$ cat config.mk
export PLATFORM = sky130hd
export DESIGN_NAME = field_sram_writer
export DESIGN_NICKNAME = d
export VERILOG_FILES = /design/src/rtl/field_sram_writer.sv
export SDC_FILE = /design/constraint.sdc
export NUM_CORES = 1
export LEC_CHECK = 0
export ABC_AREA = 1
export CAP_MARGIN = 20
export CORE_MARGIN = 2
export CORE_UTILIZATION = 40
export CTS_BUF_LIST = sky130_fd_sc_hd__clkbuf_8
export DETAILED_ROUTE_END_ITERATION = 12
export GPL_TIMING_DRIVEN = 0
export PLACE_DENSITY_LB_ADDON = 0.2
export SYNTH_ARGS = -nofsm -noshare
export SYNTH_HDL_FRONTEND = slang
export SYNTH_SLANG_ARGS = --single-unit
$ cat constraint.sdc
create_clock -name VGA_CTRL_CLK -period 6.35 [get_ports VGA_CTRL_CLK]
set_input_delay 0.9525 -clock VGA_CTRL_CLK [delete_from_list [all_inputs] [get_ports VGA_CTRL_CLK]]
set_output_delay 0.9525 -clock VGA_CTRL_CLK [all_outputs]
set_load 0.05 [all_outputs]
$ cat src/rtl/field_sram_writer.sv
// Playfield SRAM write engine: queues cell paints and whole-field clears, issuing
// SRAM write cycles only during blanking. Optional macro: FIELD_WR_BOUNDS_CHECK_EN.
module field_sram_writer #(
  parameter int COLS       = 20,
  parameter int ROWS       = 22,
  parameter int FIFO_DEPTH = 8
) (
  input  logic        VGA_CTRL_CLK,
  input  logic        RST,
  input  logic        blank_i,
  input  logic        wr_valid,
  output logic        wr_ready,
  input  logic [4:0]  wr_x,
  input  logic [4:0]  wr_y,
  input  logic [11:0] wr_color,
  input  logic        clr_start,
  input  logic [11:0] clr_color,
  output logic        busy,
  output logic [17:0] sram_addr,
  output logic [15:0] sram_dq_out,
  output logic        sram_dq_oe,
  output logic        sram_we_n,
`ifdef FIELD_WR_BOUNDS_CHECK_EN
  output logic        sram_own,
  output logic        err_oob
`else
  output logic        sram_own
`endif
);

  localparam int PW = $clog2(FIFO_DEPTH);
  localparam int CW = PW + 1;
  localparam logic [CW-1:0] FULL_COUNT = CW'(FIFO_DEPTH);
  localparam logic [4:0] X_LAST = 5'(COLS - 1);
  localparam logic [4:0] Y_LAST = 5'(ROWS - 1);

  typedef struct packed {
    logic [4:0]  x;
    logic [4:0]  y;
    logic [11:0] color;
  } entry_t;

  typedef enum logic [1:0] {
    S_IDLE,
    S_SETUP,
    S_STROBE,
    S_HOLD
  } state_t;

  state_t state, state_n;

  // ---------------------------------------------------------------- request queue
  entry_t          mem [FIFO_DEPTH];
  logic [PW-1:0]   wr_ptr, rd_ptr;
  logic [CW-1:0]   count;
  logic            push, pop;
  logic            q_nonempty;
  entry_t          head;

  assign wr_ready   = (count != FULL_COUNT);
  assign push       = wr_valid && wr_ready;
  assign q_nonempty = (count != '0);
  assign head       = mem[rd_ptr];

  // NOTE: the storage array has no reset; validity is tracked solely by count.
  always_ff @(posedge VGA_CTRL_CLK) begin
    if (push) begin
      mem[wr_ptr] <= '{x: wr_x, y: wr_y, color: wr_color};
    end
  end

  // NOTE: sequential state uses non-blocking assignments so all registers
  // update together from pre-edge values.
  always_ff @(posedge VGA_CTRL_CLK or negedge RST) begin
    if (!RST) begin
      wr_ptr <= '0;
      rd_ptr <= '0;
      count  <= '0;
    end else begin
      if (push) wr_ptr <= wr_ptr + 1'b1;
      if (pop)  rd_ptr <= rd_ptr + 1'b1;
      case ({push, pop})
        2'b10:   count <= count + 1'b1;
        2'b01:   count <= count - 1'b1;
        default: count <= count;
      endcase
    end
  end

  // ---------------------------------------------------------------- clear sweep
  logic        clr_active;
  logic [4:0]  clr_x, clr_y;
  logic [11:0] clr_color_q;
  logic        clr_step;

  always_ff @(posedge VGA_CTRL_CLK or negedge RST) begin
    if (!RST) begin
      clr_active  <= 1'b0;
      clr_x       <= '0;
      clr_y       <= '0;
      clr_color_q <= '0;
    end else if (clr_start && !clr_active) begin
      clr_active  <= 1'b1;
      clr_x       <= '0;
      clr_y       <= '0;
      clr_color_q <= clr_color;
    end else if (clr_step) begin
      // Row-major sweep; the final cell's write retires the clear.
      if (clr_x == X_LAST) begin
        clr_x <= '0;
        if (clr_y == Y_LAST) clr_active <= 1'b0;
        else                 clr_y      <= clr_y + 1'b1;
      end else begin
        clr_x <= clr_x + 1'b1;
      end
    end
  end

  // ---------------------------------------------------------------- bounds check
  logic head_oob;
`ifdef FIELD_WR_BOUNDS_CHECK_EN
  localparam logic [5:0] COLS_W = 6'(COLS);
  localparam logic [5:0] ROWS_W = 6'(ROWS);
  assign head_oob = ({1'b0, head.x} >= COLS_W) || ({1'b0, head.y} >= ROWS_W);
`else
  assign head_oob = 1'b0;
`endif

  // ---------------------------------------------------------------- write FSM
  logic q_take;
  logic load, load_clr;

  always_ff @(posedge VGA_CTRL_CLK or negedge RST) begin
    if (!RST) state <= S_IDLE;
    else      state <= state_n;
  end

  // NOTE: every always_comb output gets a default first so no latch is inferred.
  always_comb begin
    state_n  = state;
    pop      = 1'b0;
    load     = 1'b0;
    load_clr = 1'b0;
    clr_step = 1'b0;
    q_take   = 1'b0;
    case (state)
      S_IDLE: begin
        if (blank_i && clr_active) begin
          state_n  = S_SETUP;
          load     = 1'b1;
          load_clr = 1'b1;
          clr_step = 1'b1;
        end else if (blank_i && q_nonempty) begin
          q_take = 1'b1;
          pop    = 1'b1;
          if (!head_oob) begin
            state_n = S_SETUP;
            load    = 1'b1;
          end
        end
      end
      S_SETUP:  state_n = S_STROBE;
      S_STROBE: state_n = S_HOLD;
      S_HOLD:   state_n = S_IDLE;
      default:  state_n = S_IDLE;
    endcase
  end

  logic [17:0] addr_q;
  logic [15:0] data_q;

  always_ff @(posedge VGA_CTRL_CLK or negedge RST) begin
    if (!RST) begin
      addr_q <= '0;
      data_q <= '0;
    end else if (load) begin
      if (load_clr) begin
        addr_q <= {clr_x, clr_y, 8'h00};
        data_q <= {clr_color_q, 4'h0};
      end else begin
        addr_q <= {head.x, head.y, 8'h00};
        data_q <= {head.color, 4'h0};
      end
    end
  end

`ifdef FIELD_WR_BOUNDS_CHECK_EN
  always_ff @(posedge VGA_CTRL_CLK or negedge RST) begin
    if (!RST)                   err_oob <= 1'b0;
    else if (q_take && head_oob) err_oob <= 1'b1;
  end
`endif

  // Bus ownership is kept through the idle gap when the next write starts
  // back-to-back, so the top-level mux does not toggle between cells.
  assign sram_own    = (state != S_IDLE) || load;
  assign sram_dq_oe  = (state != S_IDLE) || load;
  assign sram_we_n   = (state != S_STROBE);
  assign sram_addr   = addr_q;
  assign sram_dq_out = data_q;
  assign busy        = clr_active || q_nonempty || (state != S_IDLE);

endmodule

==> summary.md, run 1 <==
| Metric | Value |
|---|---|
| Worst-margin pin slew | 905 ps |
| Post-CTS Setup Repair Bufs | 0 |
| Sequential area share after synthesis | 0.667 |
| Die height | 163 um |
| # hold bufs at CTS | 0 |
| Final HPWL DP | 16000 um |
| Max Slew Vio Count | 0 |
| Setup_tns | 0 ps |
| Root Driver | clkbuf_8 |
| Antenna Violating Nets Remaining | 0 |
| Type of origin of the critical path | input pin |
| Unique masters post-synth | 35 |
| Row cnt | 58 |
| Commonest non-fill, non-tap cell in the layout | nand2_1 |
| Clock Latency Late Sink | about 550 ps |
| Antenna violations before repair | 0 |
| Tot GR Track Use | 0.195 |
| Number of synthesis warnings | 0 |
| R2r worst-path depth | 13 |
| Num Clock Sinks | 233 |
| Max H-tree Level | 2 |
| CTS max path bufs | 3 |
| Grt ovf | 0 |
| Die ar. | between 20000 and 30000 um^2 |
| Worst R2R End | count[2] |
| Worst EP arrival | 2910 ps |
| Top Ports | 78 |
| Routability cong. | 0.785 |
| Outcome | finished, final reports clean |
| GRT met1 Usage | 0.273 |
| Detailed Route Iter0 Violations | approximately 750 |
| Grt met2 use | 0.312 |
| Final #Nets | between 1000 and 1500 |
| Met3 Resource Use GR | 0.0341 |
| Diode count | 0 |
| Post-Route WL | 24900 um |
| Via/cell ratio | 4.81 |
| WL/cell | 17.4 um |
| Pwr per Cell Area | 390 nW/um^2 |
| Final Critical Period | about 3900 ps |
| Crit end category | output port |
| CTS buffer count | 39 |
| Period utilization | 0.609 |
| CTS tree | done |
| Synth Area per Inst | 10.5 um^2 |
| RSZ-0062 raised after global routing | false |
| Max-Cap Viols | 0 |
| Hold crit path type | input pin to async pin |
| Synth Cell Area | 10100 um^2 |
| Area grow syn2layout | 19.3% |
| Port Buffer Count | 65 |
| Die Wd | 163 um |
| Lkg Pwr | 5.08 nW |
| Clock skew after layout | 22.6 ps |
| Drt drc | 0 |
| Critical path class | input pin to output port |
| CORE AREA | 25000 um^2 |
| CP required | 5400 ps |
| Yosys reg bits | about 230 |
| Post-cts gate resize count | 0 |
| Vias | just under 7000 |
| FF-to-FF setup slack | 3730 ps |
| Global route hottest layer | met2 |
| Max FO, Critical Path | 10 |
| Final Hold Violating Endpoints | 0 |
| First-pass GRT wire length | 38500 um |
| Share of cells above drive strength 1 | 0.118 |
| Final setup vio count | 0 |
| Vias in the first global route | 6630 |
| Highest-count cells in the layout ignoring fill and taps | 305 x nand2_1, 176 x edfxtp_1, 157 x nand3_1 |
| Initial Util | 0.403 |
| Reg clk slew, reported paths | 60 ps |
| First-pass detailed-route iteration total | 5 |
| Launching point of the worst reg2reg path | state[0] |
| Hold WS | 379 ps |
| Slew HR | 0.396 |
| Max IR drop VDD | approximately 190 uV |
| FMAX | 0.259 GHz |
| Syn Inst Count | 954 |
| Largest net degree at the start of global routing | 39 |
-- worst max-delay path by stage --
stage | startpoint | endpoint | slack (ps) | depth (start not counted)
after floorplan | blank_i | sram_own | 3260 | 4
after global placement | wr_valid | mem[0][11] | 2040 | 4
after detailed placement | blank_i | sram_own | 2460 | 6
after CTS | blank_i | sram_own | 2460 | 6
after global routing | blank_i | sram_own | 2400 | 6
final | blank_i | sram_own | 2480 | 6
-- logic make-up (layout without fill, tap and decap cells) --
family / after synthesis / count (layout) / share of synthesized area
simple gates: 539 / 539 / 0.232
flops: 233 / 233 / 0.667
buf+inv: 130 / 267 / 0.0606
compound gates: 33 / 33 / 0.0199
fa+ha+maj: 11 / 11 / 0.0137
xor+xnor: 7 / 7 / 0.00610
other cells: 1 / 12 / 0.000373
-- cell usage after synthesis (all sizes together) --
master,n,area share
nand2,310,0.12
edfxtp,176,0.53
nand3,161,0.083
inv,76,0.029
nor2,59,0.024
dfrtp,57,0.14
buf,44,0.028
o21ai,16,0.0080
a21oi,13,0.0091
ha,11,0.014
clkbuf,10,0.0037
nand4,5,0.0037
xor2,5,0.0044
o22ai,2,0.0012
or2,2,0.0012
xnor2,2,0.0017
a21o,1,0.00075
conb,1,0.00037
nand3b,1,0.00075
nor3,1,0.0016
o22a,1,0.00087
-- where the power goes --
part           switching (W)  internal (W)
Clock               0.000590      0.000631
Combinational       0.000950      0.000432
Sequential          0.000129       0.00194
-- state kept, by name, indices dropped and copies added, names as in the netlist --
register,flops
state,2
sram_addr,10
mem,176
wr_ptr,3
count,4
clr_color_q,12
clr_y,5
sram_dq_out,12
clr_active,1
rd_ptr,3
clr_x,5
-- through the flow --
| step | total power, W | cells | setup slack (ps) | utilization | cell area [um^2] |
|---|---|---|---|---|---|
| global placement | 0.00343 | 1360 | 2040 | 0.447 | 11200 |
| CTS | 0.00472 | 1432 | 2460 | 0.481 | 12000 |
| floorplan | 0.00298 | 965 | 3260 | - | 10100 |
| detailed placement | 0.00349 | 1364 | 2460 | 0.452 | 11300 |
| finish | 0.00467 | 1432 | 2480 | 0.481 | 12000 |
| global route | 0.00493 | 1432 | 2400 | 0.481 | 12000 |
-- per-layer routing --
| layer | vias up | part of all wire |
|---|---|---|
| li1 | 3395 | - |
| met1 | 3206 | 0.46 |
| met2 | 241 | 0.45 |
| met3 | 43 | 0.071 |
| met4 | 0 | 0.020 |
| met5 | - | 0 |
-- final cells by class --
class                   instances  area [um^2]
repair buffers                 69          736
clock inverters                24          100
well taps                     330          413
inverters                      76          288
plain buffers                  54          322
flip-flops and latches        233         6710
multi-input cells             602         2820
fillers                      2310        13000
clock buffers                  44          606
-- worst max-delay path: stages --
cell	delay [ps]
clkdlybuf4s50_1	510
nand2_2	110
buf_2	220
nand3_1	200
buf_4	140
clkdlybuf4s50_1	780
Power figures use the tool's default switching activity.
==> run 2, diff against run 1 <==
==> constraint.sdc (replaced) <==
create_clock -name VGA_CTRL_CLK -period 3.1 [get_ports VGA_CTRL_CLK]
set_input_delay 0.465 -clock VGA_CTRL_CLK [delete_from_list [all_inputs] [get_ports VGA_CTRL_CLK]]
set_output_delay 0.465 -clock VGA_CTRL_CLK [all_outputs]
set_load 0.05 [all_outputs]
==> run 2 against run 1 <==
Net effect:
- combinational power grew 110%
- clock power grew 100%
- register-to-register slack lost 3300 ps
- power grew 100%
==> summary.md, run 2 (synthesis results as in run 1) <==
| Metric | Value |
|---|---|
| Share of cells above drive strength 1 | 0.118 |
| Lkg Pwr | 5.08 nW |
| Die ar. | about 26000 um^2 |
| Die height | 163 um |
| Type of origin of the critical path | flop |
| Final Hold Violating Endpoints | 0 |
| Worst-margin pin slew | roughly 900 ps |
| Placed instance count | 1364 |
| Final core utilization | 0.481 |
| Max Slew Vio Count | 0 |
| Root Driver | clkbuf_8 |
| Final Critical Period | 2950 ps |
| FF-to-FF setup slack | 460 ps |
| Diode count | 0 |
| Area grow syn2layout | 19.4% |
| Hold WS | 432 ps |
| CTS max path bufs | 3 |
| Drt drc | 0 |
| Largest reg by FF count | mem |
| Launching point of the worst reg2reg path | state[0] |
| WL/cell | 17.3 um |
| Crit end category | output port |
| FMAX | between 0.3 and 0.4 GHz |
| CTS tree | done |
| Routability cong. | 0.785 |
| CP required | roughly 2600 ps |
| Top Ports | 78 |
| Critical path class | flop to output port |
| Vias in the first global route | 6630 |
| CORE AREA | roughly 25000 um^2 |
| Post-Route WL | 24900 um |
| Antenna Violating Nets Remaining | 0 |
| Vias | 6912 |
| R2r worst-path depth | 13 |
| Max FO, Critical Path | 10 |
| Detailed Route Iter0 Violations | 732 |
| Max-Cap Viols | 0 |
| Row cnt | 58 |
| Max H-tree Level | 2 |
| Worst R2R End | count[2] |
| Outcome | finished, final reports clean |
| Final HPWL DP | around 16000 um |
| Max IR drop VDD | ~400 uV |
| Worst EP arrival | 2480 ps |
| Crit path capture | sram_own |
| Num Clock Sinks | ~230 |
| Grt ovf | 0 |
| Pwr per Cell Area | 797 nW/um^2 |
| Commonest non-fill, non-tap cell in the layout | nand2_1 |
| Hold crit path type | input pin to async pin |
| Slew HR | 0.397 |
| Clock skew after layout | 20.4 ps |
| Place WS | 187 ps |
| Final #Nets | 1126 |
| Highest-count cells in the layout ignoring fill and taps | 305 x nand2_1, 176 x edfxtp_1, 157 x nand3_1 |
| Port Buffer Count | 65 |
| Via/cell ratio | 4.82 |
| Reg clk slew, reported paths | 60 ps |
| CTS buffer count | 39 |
| Slack of the critical path | 154 ps |
| Final non-filler cell total | 1433 |
| Tot GR Track Use | 0.195 |
| Antenna violations before repair | 0 |
| Die Wd | about 160 um |
| Clock Latency Late Sink | 540 ps |
| First-pass detailed-route iteration total | 6 |
| Initial Util | 0.403 |
| First-pass GRT wire length | 38500 um |
| Final setup vio count | 0 |
| RSZ-0062 raised after global routing | false |
| Max FFs per register | 176 |
| Largest net degree at the start of global routing | 39 |
| Crit path launch | clr_active |
| Post-cts gate resize count | 0 |
| Period utilization | 0.950 |
-- run 2: power by group --
part	internal [W]	switching (W)
clock	0.00129	0.00120
combinational	0.000886	0.00194
sequential	0.00398	0.000263
-- run 2: final cells by class --
| cell class | count | area (um^2) |
|---|---|---|
| fillers | 2310 | 13000 |
| flip-flops and latches | 233 | 6710 |
| multi-input cells | 602 | 2820 |
| repair buffers | 70 | 746 |
| clock buffers | 44 | 606 |
| well taps | 330 | 413 |
| plain buffers | 54 | 322 |
| inverters | 76 | 288 |
| clock inverters | 24 | 100 |
-- run 2: per-layer routing --
layer / track usage / vias up / routed length [um]
met5: 0 / - / 0
li1: - / 3398 / -
met4: 0.0563 / 0 / 557
met2: 0.312 / 228 / 11200
met1: 0.273 / 3240 / 11500
met3: 0.0341 / 46 / 1610
-- run 2: stage by stage --
| stage | power [W] | area (um^2) | setup TNS [ps] |
|---|---|---|---|
| after floorplan | 0.00610 | 10100 | 0 |
| after global placement | 0.00703 | 11200 | -122010 |
| after global routing | 0.0101 | 12000 | 0 |
| after detailed placement | 0.00715 | 11300 | 0 |
| final | 0.00957 | 12000 | 0 |
| after CTS | 0.00967 | 12000 | 0 |
-- run 2: how the worst min path moves through the flow --
stage,to,slack [ps],cells after the start
after floorplan,clr_active,170,0
after global placement,clr_color_q[0],470,2
after detailed placement,count[2],460,1
after CTS,rd_ptr[0],420,2
after global routing,clr_color_q[8],460,3
final,count[2],430,2
-- run 2: worst max-delay path, cell delays in order (launching register included) --
cell and delay, ps:
dfrtp_1 440, nand2_2 160, buf_2 260, nand3_1 210, buf_4 190, clkdlybuf4s50_1 690
-- run 2: timing repair --
item                                   CTS  global route
endpoints found under the hold margin   19             0
hold buffers                             1             0
setup endpoints to repair                0             0
setup buffers                            0             0
